==> src/rtl/datamover_pkg.sv <==
`default_nettype none
// datamover_pkg: 72-bit read-command layout and FSM state encoding for datamover_rd_mb.
// Rev 1.0
package datamover_pkg;

  localparam int CMD_W    = 72;
  localparam int TAG_W    = 4;
  localparam int ADDR_W   = 32;
  localparam int BTT_W    = 23;
  localparam int TAG_LSB  = 64;
  localparam int ADDR_LSB = 32;
  localparam int EOF_BIT  = 30;
  localparam int INCR_BIT = 23;

  localparam logic CMD_EOF  = 1'b1;
  localparam logic CMD_INCR = 1'b1;

  typedef struct packed {
    logic [3:0]        rsvd;
    logic [TAG_W-1:0]  tag;
    logic [ADDR_W-1:0] saddr;
    logic              drr;
    logic              eof;
    logic [5:0]        dsa;
    logic              incr;
    logic [BTT_W-1:0]  btt;
  } rd_cmd_t;

  typedef enum logic [2:0] {
    ST_IDLE  = 3'd0,
    ST_CMD   = 3'd1,
    ST_WAIT  = 3'd2,
    ST_DRAIN = 3'd3,
    ST_DONE  = 3'd4
  } dm_state_t;

  function automatic rd_cmd_t make_cmd(input logic [TAG_W-1:0]  tag,
                                       input logic [ADDR_W-1:0] addr,
                                       input logic [BTT_W-1:0]  btt);
    rd_cmd_t c;
    c       = '0;
    c.tag   = tag;
    c.saddr = addr;
    c.eof   = CMD_EOF;
    c.incr  = CMD_INCR;
    c.btt   = btt;
    return c;
  endfunction

endpackage
`default_nettype wire

==> src/rtl/datamover_rd_mb.sv <==
`default_nettype none
// datamover_rd_mb: splits a read transfer into MAX_BTT commands with bounded outstanding count.
// Rev 1.0
module datamover_rd_mb
  import datamover_pkg::*;
#(
  parameter int DATA_W          = 64,
  parameter int MAX_BTT         = 4096,
  parameter int MAX_OUTSTANDING = 4,
  parameter int LEN_W           = 32
) (
  input  logic                clk,
  input  logic                rst,
  input  logic                i_start,
  input  logic [LEN_W-1:0]    i_length,
  input  logic [31:0]         i_start_addr,
  output logic                o_busy,
  output logic                o_done,
  output logic [31:0]         o_rx_bytes,
  input  logic                i_mm2s_rd_cmd_tready,
  output logic [CMD_W-1:0]    o_mm2s_rd_cmd_tdata,
  output logic                o_mm2s_rd_cmd_tvalid,
  input  logic [DATA_W-1:0]   i_mm2s_rd_tdata,
  input  logic [DATA_W/8-1:0] i_mm2s_rd_tkeep,
  input  logic                i_mm2s_rd_tvalid,
  input  logic                i_mm2s_rd_tlast,
  output logic                o_mm2s_rd_tready,
  output logic [DATA_W-1:0]   o_m_axis_tdata,
  output logic [DATA_W/8-1:0] o_m_axis_tkeep,
  output logic                o_m_axis_tvalid,
  output logic                o_m_axis_tlast,
  input  logic                i_m_axis_tready
);

  localparam int                KEEP_W    = DATA_W / 8;
  localparam logic [TAG_W-1:0]  MAX_OUT   = TAG_W'(MAX_OUTSTANDING);
  localparam logic [LEN_W-1:0]  MAX_BTT_L = LEN_W'(MAX_BTT);

  dm_state_t          state_q, state_d;
  logic               start_d_q, start_p_q;
  logic [31:0]        addr_q, addr_d;
  logic [LEN_W-1:0]   rem_q, rem_d, rem_after;
  logic [TAG_W-1:0]   tag_q, tag_d, outst_q, outst_d;
  logic [31:0]        rx_q, rx_d, keep_cnt;
  logic [BTT_W-1:0]   btt;
  logic               cmd_acc, beat_acc, last_acc;

  assign o_m_axis_tdata   = i_mm2s_rd_tdata;
  assign o_m_axis_tkeep   = i_mm2s_rd_tkeep;
  assign o_m_axis_tvalid  = i_mm2s_rd_tvalid;
  assign o_m_axis_tlast   = i_mm2s_rd_tlast;
  assign o_mm2s_rd_tready = i_m_axis_tready;

  assign beat_acc  = i_mm2s_rd_tvalid & i_m_axis_tready;
  assign last_acc  = beat_acc & i_mm2s_rd_tlast;
  assign cmd_acc   = (state_q == ST_CMD) & i_mm2s_rd_cmd_tready;
  assign btt       = (rem_q > MAX_BTT_L) ? BTT_W'(MAX_BTT) : BTT_W'(rem_q);
  assign rem_after = rem_q - LEN_W'(btt);

  assign o_busy               = (state_q != ST_IDLE);
  assign o_done               = (state_q == ST_DONE);
  assign o_rx_bytes           = rx_q;
  assign o_mm2s_rd_cmd_tvalid = (state_q == ST_CMD);
  assign o_mm2s_rd_cmd_tdata  = (state_q == ST_CMD) ? make_cmd(tag_q, addr_q, btt) : '0;

  always_comb begin
    keep_cnt = '0;
    for (int i = 0; i < KEEP_W; i++) begin
      keep_cnt = keep_cnt + 32'(i_mm2s_rd_tkeep[i]);
    end
  end

  always_comb begin
    state_d = state_q;
    addr_d  = addr_q;
    rem_d   = rem_q;
    tag_d   = tag_q;
    rx_d    = rx_q;
    outst_d = outst_q;

    // A command accepted in the same cycle as a tlast leaves the count unchanged.
    if (cmd_acc && !last_acc) begin
      outst_d = outst_q + 1'b1;
    end else if (!cmd_acc && last_acc && (outst_q != '0)) begin
      outst_d = outst_q - 1'b1;
    end

    if ((state_q != ST_IDLE) && beat_acc) begin
      rx_d = rx_q + keep_cnt;
    end

    unique case (state_q)
      ST_IDLE: begin
        if (start_p_q) begin
          addr_d  = i_start_addr;
          rem_d   = i_length;
          tag_d   = '0;
          outst_d = '0;
          rx_d    = '0;
          state_d = (i_length != '0) ? ST_CMD : ST_DONE;
        end
      end
      ST_CMD: begin
        if (cmd_acc) begin
          addr_d = addr_q + 32'(btt);
          rem_d  = rem_after;
          tag_d  = tag_q + 1'b1;
          if (rem_after == '0) begin
            state_d = ST_DRAIN;
          end else if (outst_d == MAX_OUT) begin
            state_d = ST_WAIT;
          end
        end
      end
      ST_WAIT: begin
        if (outst_d < MAX_OUT) begin
          state_d = ST_CMD;
        end
      end
      ST_DRAIN: begin
        if (outst_q == '0) begin
          state_d = ST_DONE;
        end
      end
      ST_DONE: begin
        state_d = ST_IDLE;
      end
      default: begin
        state_d = ST_IDLE;
      end
    endcase
  end

  always_ff @(posedge clk) begin
    if (rst) begin
      state_q   <= ST_IDLE;
      start_d_q <= 1'b0;
      start_p_q <= 1'b0;
      addr_q    <= '0;
      rem_q     <= '0;
      tag_q     <= '0;
      outst_q   <= '0;
      rx_q      <= '0;
    end else begin
      state_q   <= state_d;
      start_d_q <= i_start;
      start_p_q <= i_start & ~start_d_q;
      addr_q    <= addr_d;
      rem_q     <= rem_d;
      tag_q     <= tag_d;
      outst_q   <= outst_d;
      rx_q      <= rx_d;
    end
  end

endmodule
`default_nettype wire

==> config.mk <==
export PLATFORM = sky130hd
export DESIGN_NAME = datamover_rd_mb
export DESIGN_NICKNAME = d
export VERILOG_FILES = /design/src/rtl/datamover_pkg.sv /design/src/rtl/datamover_rd_mb.sv
export SDC_FILE = /design/constraint.sdc
export NUM_CORES = 1
export LEC_CHECK = 0
export BUFFER_PORTS_ARGS = -buffer_cell sky130_fd_sc_hd__buf_2
export CAP_MARGIN = 20
export CORE_MARGIN = 4
export CORE_UTILIZATION = 54
export DETAILED_ROUTE_END_ITERATION = 16
export GPL_TIMING_DRIVEN = 0
export PLACE_DENSITY = 0.95
export SYNTH_ARGS = -nofsm -noshare
export SYNTH_HDL_FRONTEND = slang
export SYNTH_SLANG_ARGS = --single-unit
==> constraint.sdc <==
create_clock -name clk -period 14.5 [get_ports clk]
set_input_delay 2.9 -clock clk [delete_from_list [all_inputs] [get_ports clk]]
set_output_delay 2.9 -clock clk [all_outputs]
set_load 0.02 [all_outputs]
### Word-level counts from Yosys, hierarchy flattened

Cells that the tools add are included.

* bits in registers: 109
* output and inout port bits: 182

* $add $sub $neg: 13
* $lt $le $gt $ge: 2
* equality and inequality tests: 10
* muxes and demuxes: 26
* bitwise operators: 5
* reductions and logical operators: 15

Operators with widths (number)
* $mux W32: 7
* $pmux W32 S2: 2
* $mux W68: 1
* $add A32 B23 Y32: 1
* $add A32 B8 Y32: 1
* $gt A32 B13 Y1 const B: 1
* $logic_not A32 Y1: 1
* $reduce_bool A32 Y1: 1
* $sub A32 B23 Y32: 1
* $mux W4: 6
* $mux W23: 1
* $mux W3: 7
* $pmux W3 S4: 1
* $add A4 B1 Y4 const B: 2
* $add A7 B1 Y8: 1
* $pmux W4 S2: 1
* $add A6 B1 Y7: 1
* $add A5 B1 Y6: 1
* $eq A3 B2 Y1 const B: 2
* $ne A2 B2 Y1 const B: 3
* $add A4 B1 Y5: 1
* $reduce_and A5 Y1: 1
* $add A3 B1 Y4: 1
* $and A1 B1 Y1: 4
* 18 further kinds: 22

### Longest topological paths before layout

Gate-level depths: netlist of run 1.

* depth in word-level cells: 12
* mapped depth: 19
* mapped depth without buffers: 15

### Worst setup path before layout of run 1

OpenSTA, ideal clock, no wires.

* path kind: in2reg
* start point: input port i_mm2s_rd_tkeep[0]
* end point: register rx_q[28] (netlist: o_rx_bytes[28])
* setup time: 0.128 ns
* data arrival time: 6.843 ns
* slack: 7.530 ns
* stages: 15
* buffers on the path: 1
* path through: fa_1 inv_1 fa_1 fa_1 fa_1 fa_1 nor2b_1 o21ai_0 a211oi_1 and3_1 buf_1 nor3b_1 nand3_1 xor2_1 nor2_1

* cells in the longest elaborated chain, start to end: 11

RTL lines
* start: declaration: RTL line datamover_rd_mb.sv:24 `input logic [DATA_W/8-1:0] i_mm2s_rd_tkeep,`
* $add A1 B1 Y2 (*): RTL line datamover_rd_mb.sv:69 `keep_cnt = keep_cnt + 32'(i_mm2s_rd_tkeep[i]);`
* $add A2 B1 Y3 (*): RTL line datamover_rd_mb.sv:69
* $add A3 B1 Y4 (*): RTL line datamover_rd_mb.sv:69
* $add A4 B1 Y5 (*): RTL line datamover_rd_mb.sv:69
* $add A5 B1 Y6 (*): RTL line datamover_rd_mb.sv:69
* $add A6 B1 Y7 (*): RTL line datamover_rd_mb.sv:69
* $add A7 B1 Y8 (*): RTL line datamover_rd_mb.sv:69
* $add A32 B8 Y32 (*): RTL line datamover_rd_mb.sv:89 `rx_d = rx_q + keep_cnt;`
* $mux W32 (*): RTL line datamover_rd_mb.sv:88 `if ((state_q != ST_IDLE) && beat_acc) begin`
* $mux W32: RTL line datamover_rd_mb.sv:94 `if (start_p_q) begin`
* $mux W32 (*): RTL line datamover_rd_mb.sv:92 `unique case (state_q)`
* end signal: assignment: RTL line datamover_rd_mb.sv:152 `rx_q <= rx_d;`
* end: declaration: RTL line datamover_rd_mb.sv:44 `logic [31:0] rx_q, rx_d, keep_cnt;`

Every way passes the cells marked *; elsewhere a longest branch is shown, timed or not.
A chain may end at the register's enable or synchronous reset.

### Worst setup path after layout of run 1

* start point: input port i_mm2s_rd_tkeep[0]
* end point: register rx_q[26] (netlist: o_rx_bytes[26])

Same word-level chain as after synthesis.

==> results of run 1 <==
==> layer usage <==
metal	up-vias	part of all wire
met5	-	0
met4	0	0.049
met3	126	0.12
met2	641	0.46
met1	4385	0.38
li1	4420	-
==> flip-flops by register name, indices dropped and copies added, names as in the netlist <==
signal	count
start_p_q	1
state_q	3
tag_q	4
outst_q	4
start_d_q	1
o_rx_bytes	32
addr_q	32
rem_q	32
==> logic make-up after synthesis <==
family	after synthesis
compound gates	270
fa+ha+maj	39
simple gates	455
other cells	2
buf+inv	189
xor+xnor	51
mux	4
flops	109
==> worst reg2reg max path, stage by stage, from the launching register on <==
cell,delay [ns]
dfxtp_1,0.32
buf_6,0.14
nor3_2,0.32
nand3_2,0.29
nor4_2,0.42
buf_4,0.24
clkbuf_1,0.28
and3_1,0.21
ha_1,0.28
o21ai_0,0.32
o21ai_1,0.15
a2111oi_0,0.69
o31ai_1,0.28
o31ai_1,0.44
o21ai_1,0.15
a21oi_1,0.19
xor2_1,0.08
a2111oi_0,0.37
==> stage by stage <==
step,std cells,util,power (mW),hold slack [ns]
after floorplan,1149,-,0.5841,0.3674
final,1615,0.6781,0.9906,0.4011
after CTS,1615,0.6781,0.9767,0.3958
after global routing,1615,0.6781,1.033,0.3987
after detailed placement,1599,0.6548,0.6823,0.3856
after global placement,1599,0.6548,0.6751,0.3708
==> layout by cell type, fill, tap and decap left out, types with 6 or more instances in the layout <==
| cell | count |
|---|---|
| a211oi_1 | 21 |
| a21o_1 | 11 |
| a21oi_1 | 67 |
| a22oi_1 | 17 |
| a311oi_1 | 15 |
| and2_1 | 39 |
| and3_1 | 38 |
| buf_2 | 243 |
| buf_4 | 102 |
| clkbuf_1 | 50 |
| clkbuf_16 | 9 |
| conb_1 | 32 |
| dfxtp_1 | 109 |
| fa_1 | 6 |
| ha_1 | 33 |
| inv_1 | 26 |
| nand2_1 | 102 |
| nand2b_1 | 7 |
| nand3_1 | 32 |
| nand4_1 | 12 |
| nor2_1 | 130 |
| nor2b_1 | 7 |
| nor3_1 | 34 |
| nor4_1 | 14 |
| o211ai_1 | 11 |
| o21a_1 | 7 |
| o21ai_0 | 47 |
| o21ai_1 | 7 |
| o31ai_1 | 14 |
| or2_2 | 6 |
| xnor2_1 | 21 |
| xor2_1 | 30 |
==> cell type report <==
class / count / area [sq um] / area share
timing repair buffer: 239 / 1196 / 0.1156
inverter: 27 / 101.3 / 0.009794
buffer: 162 / 1003 / 0.09698
sequential: 109 / 2182 / 0.2109
tap: 211 / 264.0 / 0.02551
multi-input combinational: 851 / 5244 / 0.5068
clock inverter: 6 / 117.6 / 0.01137
clock buffer: 10 / 239.0 / 0.02310
==> where the power goes <==
group	switching (mW)	total (mW)	internal, mW
Combinational	0.219	0.350	0.131
Sequential	0.0207	0.338	0.317
Clock	0.127	0.303	0.176
Total	0.367	0.991	0.623
==> path summary, 6_finish.rpt <==
kind / slack [ns] / end
setup / recovery: 7.04 / o_rx_bytes[26]
hold / removal: 0.40 / start_p_q
setup reg to reg: 9.22 / addr_q[21]
hold reg to reg: 0.40 / start_p_q
==> reports/qor.txt, run 1 <==
Worst path most repeated cell -> fa_1
Crit path launch type -> input port
Achievable Freq -> 134.0 MHz
CP Buf/Inv Count -> 3
Beginning of the critical path -> i_mm2s_rd_tkeep[0]
Clk sinks -> 109
Die Y -> 132.9 microns
Worst setup path class -> in -> reg
Cells after synthesis -> 1119
Drt via density -> 5.927
Area Overhead vs Synth -> 22.92%
Final-stage net count -> 1581
Clock skew -> 0.007647 ns
EDFF count, synth -> 0
Cell Pwr Density -> 95.74 nW/um^2
Worst slew pin tran -> 0.9021 ns
Rel. slew slack -> 0.3986
DR DRC count -> 0
CTS tree -> done
Root Driver -> clkbuf_16
Post-cts hold buffer count -> 0
Final WL -> 29750 microns
Die W -> 132.9 microns
Area of the core -> 15260 sq um
Design area -> 10350 sq um
Share of cells above drive strength 1 -> 0.2771
Worst path cell trace -> buf_2 -> fa_1 -> inv_1 -> fa_1 -> fa_1 -> fa_1 -> fa_1 -> nor2b_1 -> o21ai_0 -> a211oi_1 -> and3_1 -> buf_1 -> nor3b_1 -> nand3_1 -> xor2_1 -> nor2_1
Levels on crit path -> 16
Data arrival, critical path -> 7.72 ns
Gpl congestion -> 0.9878
Final Cycle Share -> 0.5148
Commonest cells post-synth -> nor2_1 (130), dfxtp_1 (109), buf_4 (102), nand2_1 (102), a21oi_1 (67)
Grt met3 use -> 0.07300
M1 GR Usage -> 0.3964
Detailed router's first-iteration violation count -> 947
Worst Path Required -> 14.75 ns
CP max-delay cell -> nor3b_1
Gr busiest metal -> met2
HP Start -> start_d_q
Asr flop ratio synth -> 0
Vias in the first global route -> 8731
Max VDD drop -> 60.50 uV
CTS Buffer Depth -> 2
# rows -> 45
Final hold violation count -> 0
CTS resizes -> 0
Filler instances -> 1271
Worst hold path type -> reg -> reg
Latest clock arrival within the worst-skew pair -> 0.37 ns
CP Capture Type -> flip-flop
Largest net degree at the start of global routing -> 19
DRT Pass-1 Iters -> 6
Post-synthesis adder-cell area fraction -> 0.06332
Place WS -> 6.826 ns
I/O pin cnt -> 325
DP Area -> 9991 sq um
Max Cap Viol -> 0
Clk pin slew, worst setup/hold paths -> 0.08 ns
Hold depth -> 1
Setup-failing EPs final -> 0
Met2 Use GR -> 0.5158
Mux contribution to synthesized area -> 0.004756
Post-Syn Area -> 8418 sq um
Crit path max-delay family -> adder cells
Final Max Slew Viols -> 0
Post-synthesis compound-gate area fraction -> 0.2161
RSZ-0062 raised after global routing -> no
Initial antenna violation count -> 0
Register area share after synthesis -> 0.2592
Simple-gate portion of the synthesized area -> 0.2714
HPWL Detailed -> 22690 microns
CP max stage delay -> 0.67 ns
Xor/xnor share of the synthesized area -> 0.05306
Ant diodes -> 0
Crit path time final -> 7.464 ns
Synthesized flop and latch total -> 109
Initial Util -> 0.5517
Post-Syn Area per Cell -> 7.523 sq um
Post-route setup slack -> 7.036 ns
Leak pwr -> 4.903 nW
Biggest area consumer among synthesized cells -> dfxtp_1
Register-to-Register Path Depth -> 17
YS warnings -> 0
Synth area leaders -> dfxtp_1 (26%), buf_4 (9.1%), nor2_1 (5.8%)
Status -> completed
Crit Path Max Fanout -> 7
Cts bufs inserted -> 9
Post-route antenna net violation count -> 0
Share of the synthesized area in the top cell type -> 0.2592
First-pass GRT wire length -> 45420 microns
Post-Route Setup TNS -> 0 ns
Number of port buffers -> 239
Post-synth top flop -> dfxtp_1
Die Footprint -> 17650 sq um
Gr ovfl total -> 0
Avg WL per Cell -> 18.42 microns
Distinct cell type count after synthesis -> 77
R2R Path Start -> rem_q[19]
H-tree depth -> 3
Count leader, synth -> nor2_1
Post-CTS setup buffers -> 0
Combinational family with the most area after synthesis -> simple AND/OR/NAND/NOR gates
Vias -> 9572
Global Route Usage Sum -> 0.3172
Power figures use the tool's default switching activity.
==> run 2, diff against run 1 <==
CORE_UTILIZATION = 50   (was 54)
PLACE_DENSITY = 0.92   (was 0.95)
clock period = 6.9 ns   (was 14.5 ns; I/O delays follow)
==> run 2 against run 1 <==
Against the previous run:
- flip-flop and latch count stayed put
- non-clock buffer count stayed put
- final cell count is 0.80% higher
- combinational power is 110% higher
- highest routed layer unchanged
- power is 97% higher
- die area is 7.5% higher
- critical path type unchanged
- via count is 2.4% lower
- hold slack worse by 0.014 ns
- clock-buffer cell count is 4 higher
- critical path depth stayed put
==> reports/qor.txt, run 2 (synthesis gave the netlist of run 1 again) <==
Status -> completed (unchanged)
CTS Buffer Depth -> 2 (unchanged)
Rel. slew slack -> 0.3999 (was 0.3986)
Final Cycle Share -> 0.8509
Post-CTS setup buffers -> 0 (unchanged)
Clk sinks -> 109 (unchanged)
R2R Path Start -> rem_q[19] (unchanged)
Data arrival, critical path -> 6.10 ns (was 7.72 ns)
Latest clock arrival within the worst-skew pair -> 0.36 ns (was 0.37 ns)
Share of cells above drive strength 1 -> 0.2749 (was 0.2771)
Gr busiest metal -> met2 (unchanged)
Met2 Use GR -> 0.4612 (was 0.5158)
Reg2reg setup slack -> 1.62 ns (was 9.22 ns)
Final Max Slew Viols -> 0 (unchanged)
DRT Pass-1 Iters -> 5 (was 6)
Worst Path Required -> 7.13 ns (was 14.75 ns)
CP Capture Type -> flip-flop (unchanged)
Post-route antenna net violation count -> 0 (unchanged)
Drt via density -> 5.738 (was 5.927)
Worst setup path endpoint -> o_rx_bytes[30] (was o_rx_bytes[26])
Post-Route Setup TNS -> 0 ns (unchanged)
Worst hold margin -> 0.3870 ns (was 0.4011 ns)
Clk pin slew, worst setup/hold paths -> 0.07 ns (was 0.08 ns)
Setup-failing EPs final -> 0 (unchanged)
Avg WL per Cell -> 17.61 microns (was 18.42 microns)
Worst slew pin tran -> 0.8907 ns (was 0.9021 ns)
Achievable Freq -> 170.3 MHz
Final-stage net count -> 1581 (unchanged)
I/O pin cnt -> 325 (unchanged)
Max VDD drop -> 174.5 uV (was 60.50 uV)
Clock skew -> 0.006018 ns (was 0.007647 ns)
Final hold violation count -> 0 (unchanged)
Initial antenna violation count -> 3 (was 0)
Root Driver -> clkbuf_16 (unchanged)
CTS resizes -> 0 (unchanged)
Vias in the first global route -> 8438 (was 8731)
Cell Pwr Density -> 189.3 nW/um^2 (was 95.74 nW/um^2)
Die W -> 137.8 microns (was 132.9 microns)
H-tree depth -> 3 (unchanged)
RSZ-0062 raised after global routing -> no (unchanged)
Vias -> 9341 (was 9572)
M1 GR Usage -> 0.3647 (was 0.3964)
CTS tree -> done (unchanged)
Global Route Usage Sum -> 0.2863 (was 0.3172)
R2r endpoint -> addr_q[21] (unchanged)
Register-to-Register Path Depth -> 17 (unchanged)
Worst setup path class -> in -> reg (unchanged)
Area Overhead vs Synth -> 22.28% (was 22.92%)
Crit Path Max Fanout -> 7 (unchanged)
Most frequent cells in the layout -> buf_2 (243), nor2_1 (130), dfxtp_1 (109) (unchanged)
Die Footprint -> 18980 sq um (was 17650 sq um)
Die Y -> 137.8 microns (was 132.9 microns)
Crit path launch type -> input port (unchanged)
Grt met3 use -> 0.06793 (was 0.07300)
Detailed router's first-iteration violation count -> 711 (was 947)
Commonest non-fill, non-tap cell in the layout -> buf_2 (unchanged)
Gr ovfl total -> 0 (unchanged)
Leak pwr -> 4.868 nW (was 4.903 nW)
Max Cap Viol -> 0 (unchanged)
HPWL Detailed -> 22240 microns (was 22690 microns)
First-pass GRT wire length -> 42820 microns (was 45420 microns)
Cts bufs inserted -> 9 (unchanged)
Initial Util -> 0.5094 (was 0.5517)
Post-cts hold buffer count -> 0 (unchanged)
Final WL -> 28680 microns (was 29750 microns)
DR DRC count -> 0 (unchanged)
Filler instances -> 1481 (was 1271)
Area of the core -> 16520 sq um (was 15260 sq um)
Beginning of the critical path -> i_mm2s_rd_tkeep[0] (unchanged)
Number of port buffers -> 239 (unchanged)
Gpl congestion -> 0.9968 (was 0.9878)
# rows -> 47 (was 45)
Largest net degree at the start of global routing -> 17 (was 19)
Worst hold path type -> reg -> reg (unchanged)
Crit path time final -> 5.871 ns
## run 2: how the worst min path moves through the flow
stage,from,end,depth (start not counted)
final,start_d_q,start_p_q,1
after CTS,start_d_q,start_p_q,1
after global routing,start_d_q,start_p_q,1
after detailed placement,start_d_q,start_p_q,1
after global placement,start_d_q,start_p_q,1
after floorplan,start_d_q,start_p_q,1
## run 2: power by group
part           internal (mW)  switching [mW]
combinational          0.274           0.454
clock                  0.267           0.244
sequential             0.667          0.0432
## run 2: layout make-up
type / instances / area (sq um) / area share
antenna: 4 / 10.01 / 0.0009724
tap: 220 / 275.3 / 0.02674
clock buffer: 14 / 264.0 / 0.02565
inverter: 27 / 101.3 / 0.009846
buffer: 162 / 1003 / 0.09748
multi-input combinational: 851 / 5244 / 0.5094
sequential: 109 / 2182 / 0.2120
clock inverter: 2 / 17.52 / 0.001702
timing repair buffer: 239 / 1196 / 0.1162
## run 2: critical path, stage by stage
cell	delay, ns
buf_2	0.11
fa_1	0.53
inv_1	0.06
fa_1	0.49
fa_1	0.43
fa_1	0.42
fa_1	0.41
nor2b_1	0.17
o21ai_0	0.13
a211oi_1	0.51
and3_1	0.26
buf_1	0.29
nor3b_1	0.51
nand3_1	0.18
xor2_1	0.17
nor2_1	0.05
## run 2: stage by stage
stage	cell area [sq um]	cells	util	power [mW]	setup WS [ns]
global route	10290	1627	0.6228	2.046	0.7559
CTS	10280	1624	0.6223	1.929	1.049
global placement	10000	1608	0.6053	1.417	0.9464
floorplan	8531	1149	-	1.227	1.450
detailed placement	10000	1608	0.6053	1.428	0.7019
finish	10290	1628	0.6229	1.949	1.029
## run 2: per-layer routing
metal / wire, microns / vias to the layer above
met5: 0 / -
li1: - / 4423
met1: 11020 / 4269
met4: 1103 / 0
met2: 13140 / 575
met3: 3411 / 74
